**config.mk**
```make
export PLATFORM = sky130hd
export DESIGN_NAME = ram_arbiter
export DESIGN_NICKNAME = d
export VERILOG_FILES = /design/src/rtl/ram_arbiter_pkg.sv /design/src/rtl/ram_arbiter.sv
export SDC_FILE = /design/constraint.sdc
export NUM_CORES = 1
export LEC_CHECK = 0
export ABC_AREA = 1
export CAP_MARGIN = 40
export CELL_PAD_IN_SITES_DETAIL_PLACEMENT = 0
export CELL_PAD_IN_SITES_GLOBAL_PLACEMENT = 1
export CORE_UTILIZATION = 40
export CTS_CLUSTER_DIAMETER = 120
export DETAILED_ROUTE_END_ITERATION = 8
export DONT_BUFFER_PORTS = 1
export PLACE_DENSITY_LB_ADDON = 0.1
export SETUP_SLACK_MARGIN = 0.4
export SKIP_CTS_REPAIR_TIMING = 1
export SLEW_MARGIN = 25
export SYNTH_ARGS = -nofsm -noshare
export SYNTH_HDL_FRONTEND = slang
export SYNTH_SLANG_ARGS = --single-unit
```
**constraint.sdc**
```tcl
create_clock -name clk -period 2.3 [get_ports clk]
set_input_delay 0.46 -clock clk [delete_from_list [all_inputs] [get_ports clk]]
set_output_delay 0.46 -clock clk [all_outputs]
set_load 0.03 [all_outputs]
```
**src/rtl/ram_arbiter_pkg.sv**
```systemverilog
// Shared types for the RAM port arbiter: FSM state encoding and the held request.
package ram_arbiter_pkg;

    typedef enum logic [1:0] {
        ArbIdle = 2'b00,
        ArbGntD = 2'b01,
        ArbGntI = 2'b10
    } arb_state_e;

    typedef struct packed {
        logic        we;
        logic [3:0]  sel;
        logic [31:0] addr;
        logic [31:0] wdata;
    } ram_req_t;

    localparam logic [3:0] InstSel = 4'b1111;

    // Instruction fetches are always full-word reads.
    function automatic ram_req_t inst_req(input logic [31:0] addr);
        ram_req_t r;
        r.we    = 1'b0;
        r.sel   = InstSel;
        r.addr  = addr;
        r.wdata = 32'h0;
        return r;
    endfunction

endpackage

```
**src/rtl/ram_arbiter.sv**
```systemverilog
// Shares one RAM port between instruction fetch and the data cache; data has priority,
// a starvation counter guarantees fetch progress and a timeout aborts stuck grants.
module ram_arbiter
    import ram_arbiter_pkg::*;
#(
    parameter int unsigned STARVE_LIMIT   = 4,
    parameter int unsigned TIMEOUT_CYCLES = 255
) (
    input  logic        clk,
    input  logic        rst,

    input  logic        inst_req_i,
    input  logic [31:0] inst_addr_i,
    output logic [31:0] inst_data_o,
    output logic        inst_ready_o,

    input  logic        data_ce_i,
    input  logic        data_we_i,
    input  logic [3:0]  data_sel_i,
    input  logic [31:0] data_addr_i,
    input  logic [31:0] data_wdata_i,
    output logic [31:0] data_rdata_o,
    output logic        data_ready_o,

    output logic        ram_ce_o,
    output logic        ram_we_o,
    output logic [3:0]  ram_sel_o,
    output logic [31:0] ram_addr_o,
    output logic [31:0] ram_data_o,
    input  logic [31:0] ram_data_i,
    input  logic        ram_data_ready_i,

    output logic        bus_err_o
);

    localparam int unsigned StarveW = $clog2(STARVE_LIMIT + 1);
    localparam int unsigned TmoW    = $clog2(TIMEOUT_CYCLES + 1);

    arb_state_e         state_q, state_d;
    ram_req_t           req_q, req_d;
    logic [StarveW-1:0] starve_q, starve_d;
    logic [TmoW-1:0]    tmo_q, tmo_d;
    logic               inst_ready_q, inst_ready_d;
    logic               data_ready_q, data_ready_d;
    logic [31:0]        inst_rdata_q, inst_rdata_d;
    logic [31:0]        data_rdata_q, data_rdata_d;
    logic               bus_err_q, bus_err_d;

    logic        inst_pend, data_pend, inst_wins, starved;
    logic        expire, finish, keep_rdata;
    logic [31:0] rdata_val;

    // A requester whose ready pulse is out this cycle still holds its request; ignore it.
    assign inst_pend = inst_req_i & ~inst_ready_q;
    assign data_pend = data_ce_i & ~data_ready_q;
    assign starved   = (starve_q == StarveW'(STARVE_LIMIT));
    assign inst_wins = inst_pend & (~data_pend | starved);

    // Normal completion takes precedence over a coincident timeout.
    assign expire     = (tmo_q == TmoW'(TIMEOUT_CYCLES - 1));
    assign finish     = ram_data_ready_i | expire;
    assign rdata_val  = ram_data_ready_i ? ram_data_i : 32'h0;
    assign keep_rdata = ram_data_ready_i & req_q.we;

    always_comb begin
        state_d      = state_q;
        req_d        = req_q;
        starve_d     = starve_q;
        tmo_d        = tmo_q;
        inst_ready_d = 1'b0;
        data_ready_d = 1'b0;
        inst_rdata_d = inst_rdata_q;
        data_rdata_d = data_rdata_q;
        bus_err_d    = 1'b0;

        unique case (state_q)
            ArbIdle: begin
                tmo_d = '0;
                if (inst_wins) begin
                    state_d  = ArbGntI;
                    req_d    = inst_req(inst_addr_i);
                    starve_d = '0;
                end else if (data_pend) begin
                    state_d     = ArbGntD;
                    req_d.we    = data_we_i;
                    req_d.sel   = data_sel_i;
                    req_d.addr  = data_addr_i;
                    req_d.wdata = data_wdata_i;
                    if (inst_req_i && !starved) begin
                        starve_d = starve_q + StarveW'(1);
                    end
                end
            end
            ArbGntD, ArbGntI: begin
                if (finish) begin
                    state_d   = ArbIdle;
                    tmo_d     = '0;
                    bus_err_d = ~ram_data_ready_i;
                    if (state_q == ArbGntD) begin
                        data_ready_d = 1'b1;
                        if (!keep_rdata) data_rdata_d = rdata_val;
                    end else begin
                        inst_ready_d = 1'b1;
                        if (!keep_rdata) inst_rdata_d = rdata_val;
                    end
                end else begin
                    tmo_d = tmo_q + TmoW'(1);
                end
            end
            default: state_d = ArbIdle;
        endcase
    end

    always_ff @(posedge clk or negedge rst) begin
        if (!rst) begin
            state_q      <= ArbIdle;
            req_q        <= '0;
            starve_q     <= '0;
            tmo_q        <= '0;
            inst_ready_q <= 1'b0;
            data_ready_q <= 1'b0;
            inst_rdata_q <= '0;
            data_rdata_q <= '0;
            bus_err_q    <= 1'b0;
        end else begin
            state_q      <= state_d;
            req_q        <= req_d;
            starve_q     <= starve_d;
            tmo_q        <= tmo_d;
            inst_ready_q <= inst_ready_d;
            data_ready_q <= data_ready_d;
            inst_rdata_q <= inst_rdata_d;
            data_rdata_q <= data_rdata_d;
            bus_err_q    <= bus_err_d;
        end
    end

    assign ram_ce_o     = (state_q != ArbIdle);
    assign ram_we_o     = ram_ce_o & req_q.we;
    assign ram_sel_o    = req_q.sel;
    assign ram_addr_o   = req_q.addr;
    assign ram_data_o   = req_q.wdata;
    assign inst_data_o  = inst_rdata_q;
    assign inst_ready_o = inst_ready_q;
    assign data_rdata_o = data_rdata_q;
    assign data_ready_o = data_ready_q;
    assign bus_err_o    = bus_err_q;

endmodule

```
==> results by stage <==
Synthesis:
- The number of different library cells in the post-synthesis netlist is 26.
- The flop and latch count out of synthesis is 149.
- In the synthesized netlist the async set-or-reset flop fraction comes to between 90% and 100%.
- Summed over all instances, the cell type with the most area after synthesis is dfrtp_1.
- Averaged over all synthesized cells, the footprint is 8.02 um^2.
- The cell area after synthesis is 0.00743 mm^2.
- The synthesized netlist cell count is 926.
- The number of warnings issued by yosys is 0.
- The synthesized netlist net count is 1071.
- For this run, the leading register cell type out of synthesis is dfrtp_1.
- The synthesized design contains 0 enable-type register cells.
- In the post-synthesis netlist, the biggest area contributors are dfrtp_1 (50%), nand2_1 (18%), buf_4 (7.4%).
- The sequential cell area fraction in the yosys report is 50.2%.
- The top cell type's share of synthesized area is around half.

Layout:
- Counting the fill cells in the layout gives about 1900.
- The number of nets in the layout is 983.
- At the end of the flow the core is filled with cells to 42.7%.
- The post-route cell area is 0.00772 mm^2.
- In the final layout, the share of cells above drive strength 1 is 7.29%.
- The area growth from synthesis to layout is 3.98%.
- The repair_antennas step left the layout with diodes totalling 0.

Setup path:
- The startpoint class of the critical path is a flip-flop.
- Data on the critical path arrives at its endpoint at 1.38 ns.
- At the worst endpoint, the required time is 1.84 ns.
- The terminus of the critical flop-to-flop path is inst_data_o[6]$_DFFE_PN0P_.
- The setup check on the worst reg-to-reg path leaves a slack of between 0.5 and 0.6 ns.
- The type of the setup path with the least slack is reg -> out.
- The critical register-to-register path startpoint is state_q[0]$_DFFE_PN0P_.
- The worst register-to-register path has a depth of 7.
- Of all nets on the critical path, the largest fanout is 4.
- The worst setup path is captured at an output pin.

Drt:
- The via-per-instance ratio is 5.08.
- The total number of vias is 5490.
- The residual DRC count is 48.
- Once detail routing completed, the nets flagged for antenna violations numbered 0.
- The violation count after the first detailed-route iteration is 327.
- The count of TritonRoute iterations in the first routing pass is 7.
- The routed design has 19200 um of wire.
- The per-cell routed wire length is roughly 18 um.

STA:
- The count of final hold-check violations was 149.
- Timing would allow up to 544 MHz.
- Hold timing on the final database bottoms out at a slack of -0.272 ns.
- For the pin with the worst max-slew slack, the measured transition is 0.665 ns.
- The setup violation total in the final timing report is 0.
- The clock arrives with 0.00953 ns of skew.
- In this run the tightest slew margin relative to its limit is 55.6%.
- The shortest period the worst path allows is roughly 1.8 ns.
- The final period utilization is 79.9%.
- Adding up every negative setup slack in the final design gives 0 ns.
- Setup repair after global routing could not meet its margin everywhere.
- The final max-slew violation count is 0.

CTS:
- The H-tree was split into 4 levels.
- The total clock sinks is around 150.
- TritonCTS built the clock tree.
- Clock-pin slew was measured on the worst setup and hold paths at 0.06 ns.
- The tree is rooted in a clkbuf_16.
- Counting along the longest clock path gives a buffer depth of 2.
- The CTS buffer count is 17.
- The insertion delay of the later-clocked pin in the worst-skew pair is 0.42 ns.

Die:
- The effective utilization at floorplan is 41.1%.
- The die boundary height is 138 um.
- The floorplan has 49 rows.
- Pin placement for this block handled 275 I/O pins.
- The floorplan step defined a core boundary enclosing 0.0181 mm^2.
- The floorplan die area is 0.0191 mm^2.
- The x dimension of the die is 138 um.

Run:
- The tool flagged a number of max-cap violations equal to 0.

Placed design:
- The congestion estimate from routability-driven global placement came to 0.782.
- Buffers placed on the I/O ports in this run total 0.
- After detailed placement, the total cell area comes to 0.00705 mm^2.
- The HPWL reported at the end of detailed placement is 13000 um.

Power:
- The ratio of total power to cell area is roughly 1700 mW/mm^2.
- The total power is 12900 uW.
- The worst-case IR drop observed on VDD is 0.000640 V.
- The leakage power is 0.00413 uW.

Run status:
- The final reports fail on design-rule violations, negative hold slack.
- The run finished, with violations left.

GRT:
- Entering global routing, the biggest net connects 150 pins.
- The total grt overflow is 0.
- The first global-routing pass estimated 30500 um of wire.
- The combined global-route utilization of all metal layers is 20.5%.
- The via count of the first global-routing pass is 5510.
- The initial antenna violation count came to 0.

Hold path:
- The type of the most critical hold path is in -> async.
state kept, by name, indices dropped and copies added (netlist names), 2 cells and up:
name          count
inst_data_o      32
data_rdata_o     32
ram_addr_o       32
ram_data_o       32
starve_q          3
state_q           2
tmo_q             8
ram_sel_o         4
where the power goes:
group / switching [uW] / total (uW) / internal (uW) / leakage (uW)
clock network: 1120 / 2830 / 1720 / 0.000293
logic: 2350 / 3490 / 1140 / 0.00195
registers: 2910 / 6610 / 3700 / 0.00189
worst max-delay path by stage:
stage / startpoint / slack [ns] / cells past startpoint / endpoint
2_1_floorplan: req_q[68]$_DFFE_PN0P_ / 0.74 / 3 / ram_we_o
3_3_place_gp: state_q[1]$_DFFE_PN0P_ / 0.48 / 6 / data_rdata_o[15]$_DFFE_PN0P_
3_5_place_dp: state_q[1]$_DFFE_PN0P_ / 0.40 / 6 / data_rdata_o[20]$_DFFE_PN0P_
4_1_cts: state_q[0]$_DFFE_PN0P_ / 0.32 / 3 / ram_ce_o
5_1_grt: starve_q[0]$_DFFE_PN0P_ / 0.39 / 9 / ram_addr_o[22]$_DFFE_PN0P_
6_report: state_q[0]$_DFFE_PN0P_ / 0.46 / 3 / ram_ce_o
layout make-up:
cell class              count  area [um^2]  area share [%]
inverters                  84          319            4.13
clock buffers              22          484            6.27
multi-input cells         573         2640            34.2
repair buffers             13          139            1.80
well taps                 229          287            3.71
clock inverters            10          120            1.56
flip-flops and latches    149         3730            48.3
cell usage in the layout, fill, tap and decap left out, types with 4 or more instances in the layout:
cell type / Yosys / final
xor2_1: 4 / 4
clkbuf_8: 0 / 4
o21ai_1: 58 / 58
clkbuf_16: 0 / 17
nand3_4: 2 / 4
inv_1: 83 / 80
dfrtp_1: 149 / 148
nand2_1: 351 / 350
buf_4: 73 / 9
nand3_1: 10 / 10
ha_1: 7 / 6
o21ai_0: 16 / 16
nor2_1: 46 / 44
nand4_1: 65 / 65
critical path, cell delays in order (launching register included):
cell and delay, ns:
dfrtp_1 0.42, inv_2 0.08, ha_4 0.20, clkinvlp_4 0.25
synthesized netlist by cell type, types with 2 or more instances:
master / number
o21ai_0: 16
dfrtp_1: 149
buf_1: 5
ha_1: 7
nand2_1: 351
xor2_1: 4
o21ai_1: 58
inv_1: 83
buf_2: 23
clkbuf_1: 13
nand3_4: 2
buf_4: 73
nand3_1: 10
nand2_2: 2
nor2_1: 46
a21oi_1: 2
nand4_1: 65
a21boi_0: 2
buf_6: 8
through the flow:
step,std cells,setup WS [ns]
global route,1080,0.388
CTS,1078,0.320
detailed placement,1046,0.400
finish,1080,0.463
floorplan,926,0.738
global placement,1046,0.476
metal layers:
layer | vias up | part of all wire [%] | GRT usage (%)
met5 | - | 0 | 0
met4 | 0 | 2.0 | 7.98
met3 | 27 | 9.7 | 8.52
met2 | 212 | 49 | 33.8
met1 | 2577 | 39 | 23.7
li1 | 2674 | - | -
kinds of logic (layout without fill, tap and decap cells):
logic type | after synthesis | in the layout | synth area share, %
buffers and inverters | 206 | 129 | 15.3
flip-flops | 149 | 149 | 50.2
XOR/XNOR | 4 | 4 | 0.472
AND/OR/NAND/NOR | 480 | 482 | 27.3
adder cells (fa/ha/maj) | 7 | 7 | 1.18
AO/OA/AOI/OAI | 80 | 80 | 5.53
Power figures use the tool's default switching activity.
